--- config.mk ---
export PLATFORM = sky130hd
export DESIGN_NAME = psum_drain
export DESIGN_NICKNAME = d
export VERILOG_FILES = /design/src/rtl/psum_drain.sv
export SDC_FILE = /design/constraint.sdc
export NUM_CORES = 2
export LEC_CHECK = 0
export CAP_MARGIN = 20
export CORE_UTILIZATION = 50
export DETAILED_ROUTE_END_ITERATION = 12
export PLACE_DENSITY = 0.72
export SETUP_SLACK_MARGIN = 0.3
export SLEW_MARGIN = 20
export SYNTH_ARGS = -nofsm -noshare
export SYNTH_HDL_FRONTEND = slang
export SYNTH_SLANG_ARGS = --single-unit
--- constraint.sdc ---
create_clock -name clk -period 16.35 [get_ports clk]
set_input_delay 2.4525 -clock clk [delete_from_list [all_inputs] [get_ports clk]]
set_output_delay 2.4525 -clock clk [all_outputs]
set_load 0.01 [all_outputs]
--- src/rtl/psum_drain.sv ---
// psum_drain: receive endpoint for the systolic array's partial-sum stream.
// Captures W-word beats into a small beat FIFO, then unpacks each beat into
// single words on a ready/valid port, MSB lane first. It also counts beats
// against a programmed layer total and reports completion, overflow and
// excess beats.
module psum_drain #(
    parameter int C_WIDTH          = 32,
    parameter int C_WORDS_PER_BEAT = 4,
    parameter int FIFO_DEPTH       = 16,
    parameter int CNT_WIDTH        = 32
) (
    input  logic                                  clk,
    input  logic                                  rst,
    input  logic                                  start,
    input  logic [CNT_WIDTH-1:0]                  total_beats,
    input  logic [C_WIDTH*C_WORDS_PER_BEAT-1:0]   in_data,
    input  logic                                  in_valid,
    output logic [C_WIDTH-1:0]                    out_word,
    output logic                                  out_valid,
    input  logic                                  out_ready,
    output logic                                  out_last,
    output logic                                  busy,
    output logic                                  done,
    output logic                                  overflow,
    output logic                                  extra_beat,
    output logic [CNT_WIDTH-1:0]                  beats_rcvd
);

    localparam int W      = C_WORDS_PER_BEAT;
    localparam int BEAT_W = C_WIDTH * W;
    localparam int AW     = (FIFO_DEPTH > 1) ? $clog2(FIFO_DEPTH) : 1;
    localparam int IDX_W  = (W > 1) ? $clog2(W) : 1;

    localparam logic [AW:0]      DEPTH_CNT = (AW + 1)'(FIFO_DEPTH);
    localparam logic [AW:0]      ONE_CNT   = (AW + 1)'(1);
    localparam logic [IDX_W-1:0] IDX_LAST  = IDX_W'(W - 1);

    typedef enum logic [1:0] {
        S_IDLE = 2'd0,
        S_RUN  = 2'd1,
        S_DONE = 2'd2
    } state_t;

    state_t state_reg, state_next;

    // Layer bookkeeping
    logic [CNT_WIDTH-1:0] total_reg;
    logic [CNT_WIDTH-1:0] beats_reg;
    logic                 overflow_reg;
    logic                 extra_reg;

    // Beat FIFO storage and pointers; occupancy kept separately so full and
    // empty never need pointer comparison.
    logic [BEAT_W-1:0] mem [FIFO_DEPTH];
    logic [AW-1:0]     wr_ptr_reg;
    logic [AW-1:0]     rd_ptr_reg;
    logic [AW:0]       count_reg;

    // Which word of the head beat is currently presented.
    logic [IDX_W-1:0]  idx_reg;

    // Datapath control
    logic fifo_empty;
    logic fifo_full;
    logic in_run;
    logic start_acc;
    logic quota_open;
    logic want_push;
    logic push;
    logic pop;
    logic handshake;
    logic head_last;
    logic drop_ovf;
    logic drop_extra;
    logic last_word;

    logic [BEAT_W-1:0]  head_beat;
    logic [C_WIDTH-1:0] head_words [W];

    assign fifo_empty = (count_reg == '0);
    assign fifo_full  = (count_reg == DEPTH_CNT);
    assign in_run     = (state_reg == S_RUN);
    assign start_acc  = start && !in_run;
    assign quota_open = (beats_reg < total_reg);

    assign handshake  = !fifo_empty && out_ready;
    assign head_last  = (idx_reg == IDX_LAST);
    assign pop        = handshake && head_last;

    // A beat is wanted whenever the layer still has quota; it only lands if
    // there is room now, counting the slot freed by a same-cycle pop.
    assign want_push  = in_run && in_valid && quota_open;
    assign push       = want_push && (!fifo_full || pop);
    assign drop_ovf   = want_push && !push;
    assign drop_extra = in_valid && !want_push;

    assign last_word  = !fifo_empty && (beats_reg == total_reg)
                        && (count_reg == ONE_CNT) && head_last;

    // State register
    always_ff @(posedge clk) begin
        if (rst) begin
            state_reg <= S_IDLE;
        end else begin
            state_reg <= state_next;
        end
    end

    // Next-state logic: arm on start, finish on the final word handshake
    always_comb begin
        state_next = state_reg;
        case (state_reg)
            S_IDLE, S_DONE: begin
                if (start) begin
                    state_next = (total_beats == '0) ? S_DONE : S_RUN;
                end
            end
            S_RUN: begin
                if (last_word && out_ready) begin
                    state_next = S_DONE;
                end
            end
            default: state_next = S_IDLE;
        endcase
    end

    // State-decoded status outputs
    always_comb begin
        busy = 1'b0;
        done = 1'b0;
        case (state_reg)
            S_RUN:   busy = 1'b1;
            S_DONE:  done = 1'b1;
            default: begin
                busy = 1'b0;
                done = 1'b0;
            end
        endcase
    end

    // Layer total, beat count and sticky error flags; start clears the flags
    // even if a stray beat arrives in the same cycle.
    always_ff @(posedge clk) begin
        if (rst) begin
            total_reg    <= '0;
            beats_reg    <= '0;
            overflow_reg <= 1'b0;
            extra_reg    <= 1'b0;
        end else if (start_acc) begin
            total_reg    <= total_beats;
            beats_reg    <= '0;
            overflow_reg <= 1'b0;
            extra_reg    <= 1'b0;
        end else begin
            if (push) begin
                beats_reg <= beats_reg + CNT_WIDTH'(1);
            end
            if (drop_ovf) begin
                overflow_reg <= 1'b1;
            end
            if (drop_extra) begin
                extra_reg <= 1'b1;
            end
        end
    end

    // Beat storage write port; contents need no reset since occupancy gates use
    always_ff @(posedge clk) begin
        if (push) begin
            mem[wr_ptr_reg] <= in_data;
        end
    end

    // FIFO pointers and occupancy; pointers wrap naturally at FIFO_DEPTH
    always_ff @(posedge clk) begin
        if (rst) begin
            wr_ptr_reg <= '0;
            rd_ptr_reg <= '0;
            count_reg  <= '0;
        end else begin
            if (push) begin
                wr_ptr_reg <= wr_ptr_reg + AW'(1);
            end
            if (pop) begin
                rd_ptr_reg <= rd_ptr_reg + AW'(1);
            end
            case ({push, pop})
                2'b10:   count_reg <= count_reg + ONE_CNT;
                2'b01:   count_reg <= count_reg - ONE_CNT;
                default: count_reg <= count_reg;
            endcase
        end
    end

    // Word index within the head beat; wraps when the head beat is retired
    always_ff @(posedge clk) begin
        if (rst) begin
            idx_reg <= '0;
        end else if (handshake) begin
            idx_reg <= head_last ? '0 : idx_reg + IDX_W'(1);
        end
    end

    // Head beat split into words, index 0 being the most significant lane
    assign head_beat = mem[rd_ptr_reg];

    generate
        for (genvar gi = 0; gi < W; gi++) begin : g_lane
            assign head_words[gi] = head_beat[(W - 1 - gi) * C_WIDTH +: C_WIDTH];
        end
    endgenerate

    // Output word is forced to zero when nothing is queued so an idle port
    // never shows stale storage contents.
    assign out_valid  = !fifo_empty;
    assign out_word   = fifo_empty ? '0 : head_words[idx_reg];
    assign out_last   = last_word;
    assign overflow   = overflow_reg;
    assign extra_beat = extra_reg;
    assign beats_rcvd = beats_reg;

endmodule

======== Word level (Yosys, flattened, before mapping) ========
Memory sizes are Yosys's and may differ from the RTL's. A register that Yosys moved wholly into a read port is not among the register bits.
Index checks and enable logic that the tools add are counted.
storage, ports and cells
  word-level logic and storage cells ...... 70
  output and inout port bits .............. 70
  RAM bits ................................ 2048
  memories ................................ 1
  flip-flop bits (word level) ............. 83
memory list
  memory  depth  width  read ports  clocked after Yosys merged registers in  write ports  RTL line  source
  mem     16     128    1           1                                        1            54        logic [BEAT_W-1:0] mem [FIFO_DEPTH];
operators by class
  add/subtract/negate cells ............... 6
  $lt $le $gt $ge ......................... 2
  reduce and logical (&&, ||, !) cells .... 25
  bitwise operators ....................... 1
  mux-type cells .......................... 16
  eq/ne operators ......................... 10
operator list
  kind                                                       number
  two-way mux 32 bit                                         3
  binary-select mux 32 bit (select 2 bit)                    1
  adder 32 x 1 -> 32 bit (second input constant)             1
  equality test 32 bit                                       1
  zero test 32 bit                                           1
  < comparator 32 bit                                        1
  logical AND 1 bit                                          12
  case mux 5 bit (2 select lines)                            1
  adder 4 x 1 -> 4 bit (second input constant)               2
  two-way mux 2 bit                                          4
  two-way mux 4 bit                                          2
  equality test 2 bit (second input constant)                3
  adder 5 x 1 -> 5 bit (second input constant)               1
  equality test 5 x 1 -> 1 bit (second input constant)       1
  equality test 5 bit (second input constant)                1
  zero test 1 bit                                            5
  zero test 5 bit                                            1
  subtractor 5 x 1 -> 5 bit (second input constant)          1
  equality test 2 x 1 -> 1 bit (second input constant)       2
  two-way mux 1 bit                                          4
  case mux 2 bit (2 select lines)                            1
  OR reduction 2 bit                                         2
  greater-or-equal comparator 3 bit (second input constant)  1
  inverter 2 -> 3 bit                                        1
  7 further kinds                                            7

======== Longest topological paths before layout ========
  depth after elaboration ................. 8
  mapped depth ............................ 12
  gate-level depth less buffers ........... 9

======== Least setup slack after synthesis ========
No wires, ideal clock.
  kind .................................... input to register
  start point ............................. input port out_ready
  end point ............................... memory mem[11][0] (netlist bit) (enable)
  arrival time ............................ 11875 ps
  slack ................................... 3702 ps
  buffers on the path ..................... 0
  cell stages on the path ................. 5
  library setup time ...................... 773 ps
  path through ............................ nand3_2 > nand3_1 > and4_1 > nand4_1 > nor3_1
between the ends
  word-level cells in the longest chain between the ends .. 6
ends and longest elaborated chain
  element                                  RTL line  source
  start, declared                          20        input logic out_ready,
  logical AND 1 bit                        86        assign handshake = !fifo_empty && out_ready;
  logical AND 1 bit                        88        assign pop = handshake && head_last;
  logical OR 1 bit                         93        assign push = want_push && (!fifo_full || pop);
  logical AND 1 bit                        93
  two-way mux 1 bit                        169       if (push) begin
  two-way mux 1 bit (not written as such)  170       mem[wr_ptr_reg] <= in_data;
  end, declared                            54
Every way passes these cells.

==> results_dict.tcl <==
set metrics [dict create \
    status "completed" \
    grt_overflow 0 \
    crit_chain "buf_12 -> buf_4 -> buf_4 -> mux4_2 -> mux4_2 -> mux4_2 -> and2_1 -> clkdlybuf4s50_1" \
    core-area_sq_um 163100 \
    ioPinCount 235 \
    cts_max_level 4 \
    path_clk_slew_ps 60 \
    cts_root_buf "clkbuf_16" \
    grt.met3_usage 0.06542 \
    hp-class "reg -> reg" \
    cts_sinks 2135 \
    vias 38730 \
    synth_warnings 0 \
    tightest_slew_ps 1128 \
    fp.dieH_um 408.0 \
    cp-end-kind "primary output" \
    use_met2 0.3486 \
    clock_skew_ps 40.69 \
    p_comb_frac 0.029 \
    p_sw_uw 2191 \
    place.gp.congestion 0.8118 \
    synth-edff-count 2048 \
    vdd_drop_max_mv 0.1186 \
    p_per_area_nw_per_um2 116.7 \
    antenna_found_initial 51 \
    wl_per_cell_um 30.34 \
    crit_path_start_kind "flop" \
    path_class "reg -> out" \
    clockBufferDepth 3 \
    ys.flop_type "edfxtp_1" \
    ctsResizeCount 0 \
    arrival_ps 6520 \
    slowest_delay_ps 940 \
    drive_gt1_frac 0.2605 \
    largest_reg_flops 2048 \
    synth_common_cells "edfxtp_1, mux4_2, clkbuf_1" \
    rsz0062_at_grt "no" \
    start_util 0.5052 \
    syn_area_sq_um 82420 \
    cts_inserted_buffers 204 \
    cts_tree "yes" \
    crit_buf_inv 4 \
    gr-usage-met1 0.3225 \
    cts_setup_buffers 0 \
    syn2layout_area_growth_pct 13.94 \
    cp_top_family "buffers and inverters" \
    drtIter0Drc 4609 \
    fin_crit_ps 8969 \
    crit_top_cell "mux4_2" \
    report.final.slew_viol_count 0 \
    ys_seq_area_frac 0.7673 \
    timing.final.crit_share 0.5485 \
    cts_hold_buffers 0 \
    grt_pass1_vias 38950 \
    hold_viol 0 \
    wirelength_mm 188.3 \
    drtAntennaViolNets 0 \
    yosysTopAreaCellShare 0.7462 \
    setup_violations 0 \
    syn_avg_cell_area_sq_um 23.33 \
    clockPowerShare 0.421 \
    cp.required_ps 13900 \
    fin_nets 4058 \
    netlist_instances 3532 \
    rows 148 \
    synth_top_cell_by_area "edfxtp_1" \
    grt_pass1_wl_mm 272.2 \
    cellLeakagePower_uw 0.02809 \
    die_area_sq_um 166500 \
    cp_slowest_cell "dfxtp_4" \
    fmax_ghz 0.1115 \
    async_flop_share 0 \
    cap_violations 0 \
    swShare 0.2000 \
    drt_pre_antenna_iters 7 \
    power.internal_uw 8766 \
    synth_nets 3739 \
    port_buffers 234 \
    relSlewSlack 0.2482 \
    die_x_um 408.0 \
    via_per_inst 6.243 \
    synth_cell_types 46 \
    fin_ws_ps 7381 \
    dp_hpwl_mm 94.33 \
    busiest_layer "met2" \
    grt.total_usage 0.2273 \
    place_ws_ps 8033 \
    worstPathMaxFanout 108 \
    grt_max_degree 112 \
    fin_tns_setup_ps 0 \
    clk_latency_ps 860 \
    post-route-util 0.5756 \
    seqPwrFrac 0.550 \
    synth.area.top_cells "edfxtp_1, mux4_2, dfxtp_1" \
    design_power_total_uw 10960 \
    drcViolationCount 0 \
    synthMostInstantiatedCell "edfxtp_1" \
    synth-seq-cells 2135 \
]
[final timing paths]
path / cells after the start / endpoint / start / slack [ps]
worst max-delay path: 8 / out_word[19] / flop / 7380
worst min-delay path: 2 / total_reg[23] / total_reg[23] / 450
worst max register to register: 11 / mem[15][64] / count_reg[0] / 10550
worst min register to register: 2 / total_reg[23] / total_reg[23] / 450
[kinds of logic after synthesis]
kind of cell	Yosys count	synth area share
AOI/OAI and AO/OA	123	0.008623
xor gates and xnor gates	9	0.0009565
adders and majority gates	42	0.006376
buffers and inverters	239	0.01272
DFF	2135	0.7673
muxes	684	0.1852
and+or+nand+nor	300	0.01884
[cell usage in the layout (no fill, tap or decap), drive strengths merged, types with 12 or more instances in the layout]
master and count:
and2 38, nand4 29, nor2 37, dfxtp 87
inv 59, edfxtp 2048, and3 18, o21ai 16
nand2 98, ha 42, clkinv 93, diode 13
buf 63, nand3 17, a21oi 77, nor4 13
bufinv 19, clkbuf 252, clkdlybuf4s50 233, a31o 12
mux4 672
[final cells by class]
type	instances	area, sq um
clock buffer	252	5349
tap	2175	2721
antenna	13	32.53
sequential	2135	63260
clock inverter	119	1194
fill	11350	69240
timing repair buffer	296	2915
inverter	56	210.2
multi-input combinational	1158	18220
[metal layers]
layer | vias to the layer above | part of all wire
met5 | - | 0.0014
met3 | 301 | 0.10
met1 | 20740 | 0.40
met2 | 1908 | 0.48
li1 | 15730 | -
met4 | 48 | 0.021
[through the flow]
| stage | instance area, sq um | std cells | hold slack [ps] |
|---|---|---|---|
| after floorplan | 82420 | 3532 | 436.3 |
| after global placement | 87330 | 5820 | 444.9 |
| after detailed placement | 87330 | 5820 | 449.4 |
| after CTS | 93870 | 6191 | 457.6 |
| after global routing | 93890 | 6197 | 476.2 |
| final | 93910 | 6204 | 453.9 |
[power groups by stage]
stage | combinational, uW | sequential (uW) | clock [uW]
CTS | 317 | 6030 | 4680
detailed placement | 314 | 6140 | 0
finish | 317 | 6030 | 4610
global route | 337 | 6030 | 4880
floorplan | 119 | 6140 | 0
global placement | 306 | 6140 | 0
[worst register-to-register path: cells and delay by family, from the launching register on]
family	cells	cell delay [ps]
DFF	1	420
adders and majority gates	1	240
buffers and inverters	4	2250
and+or+nand+nor	6	2480
No activity file was read; power rests on OpenSTA's default activity.
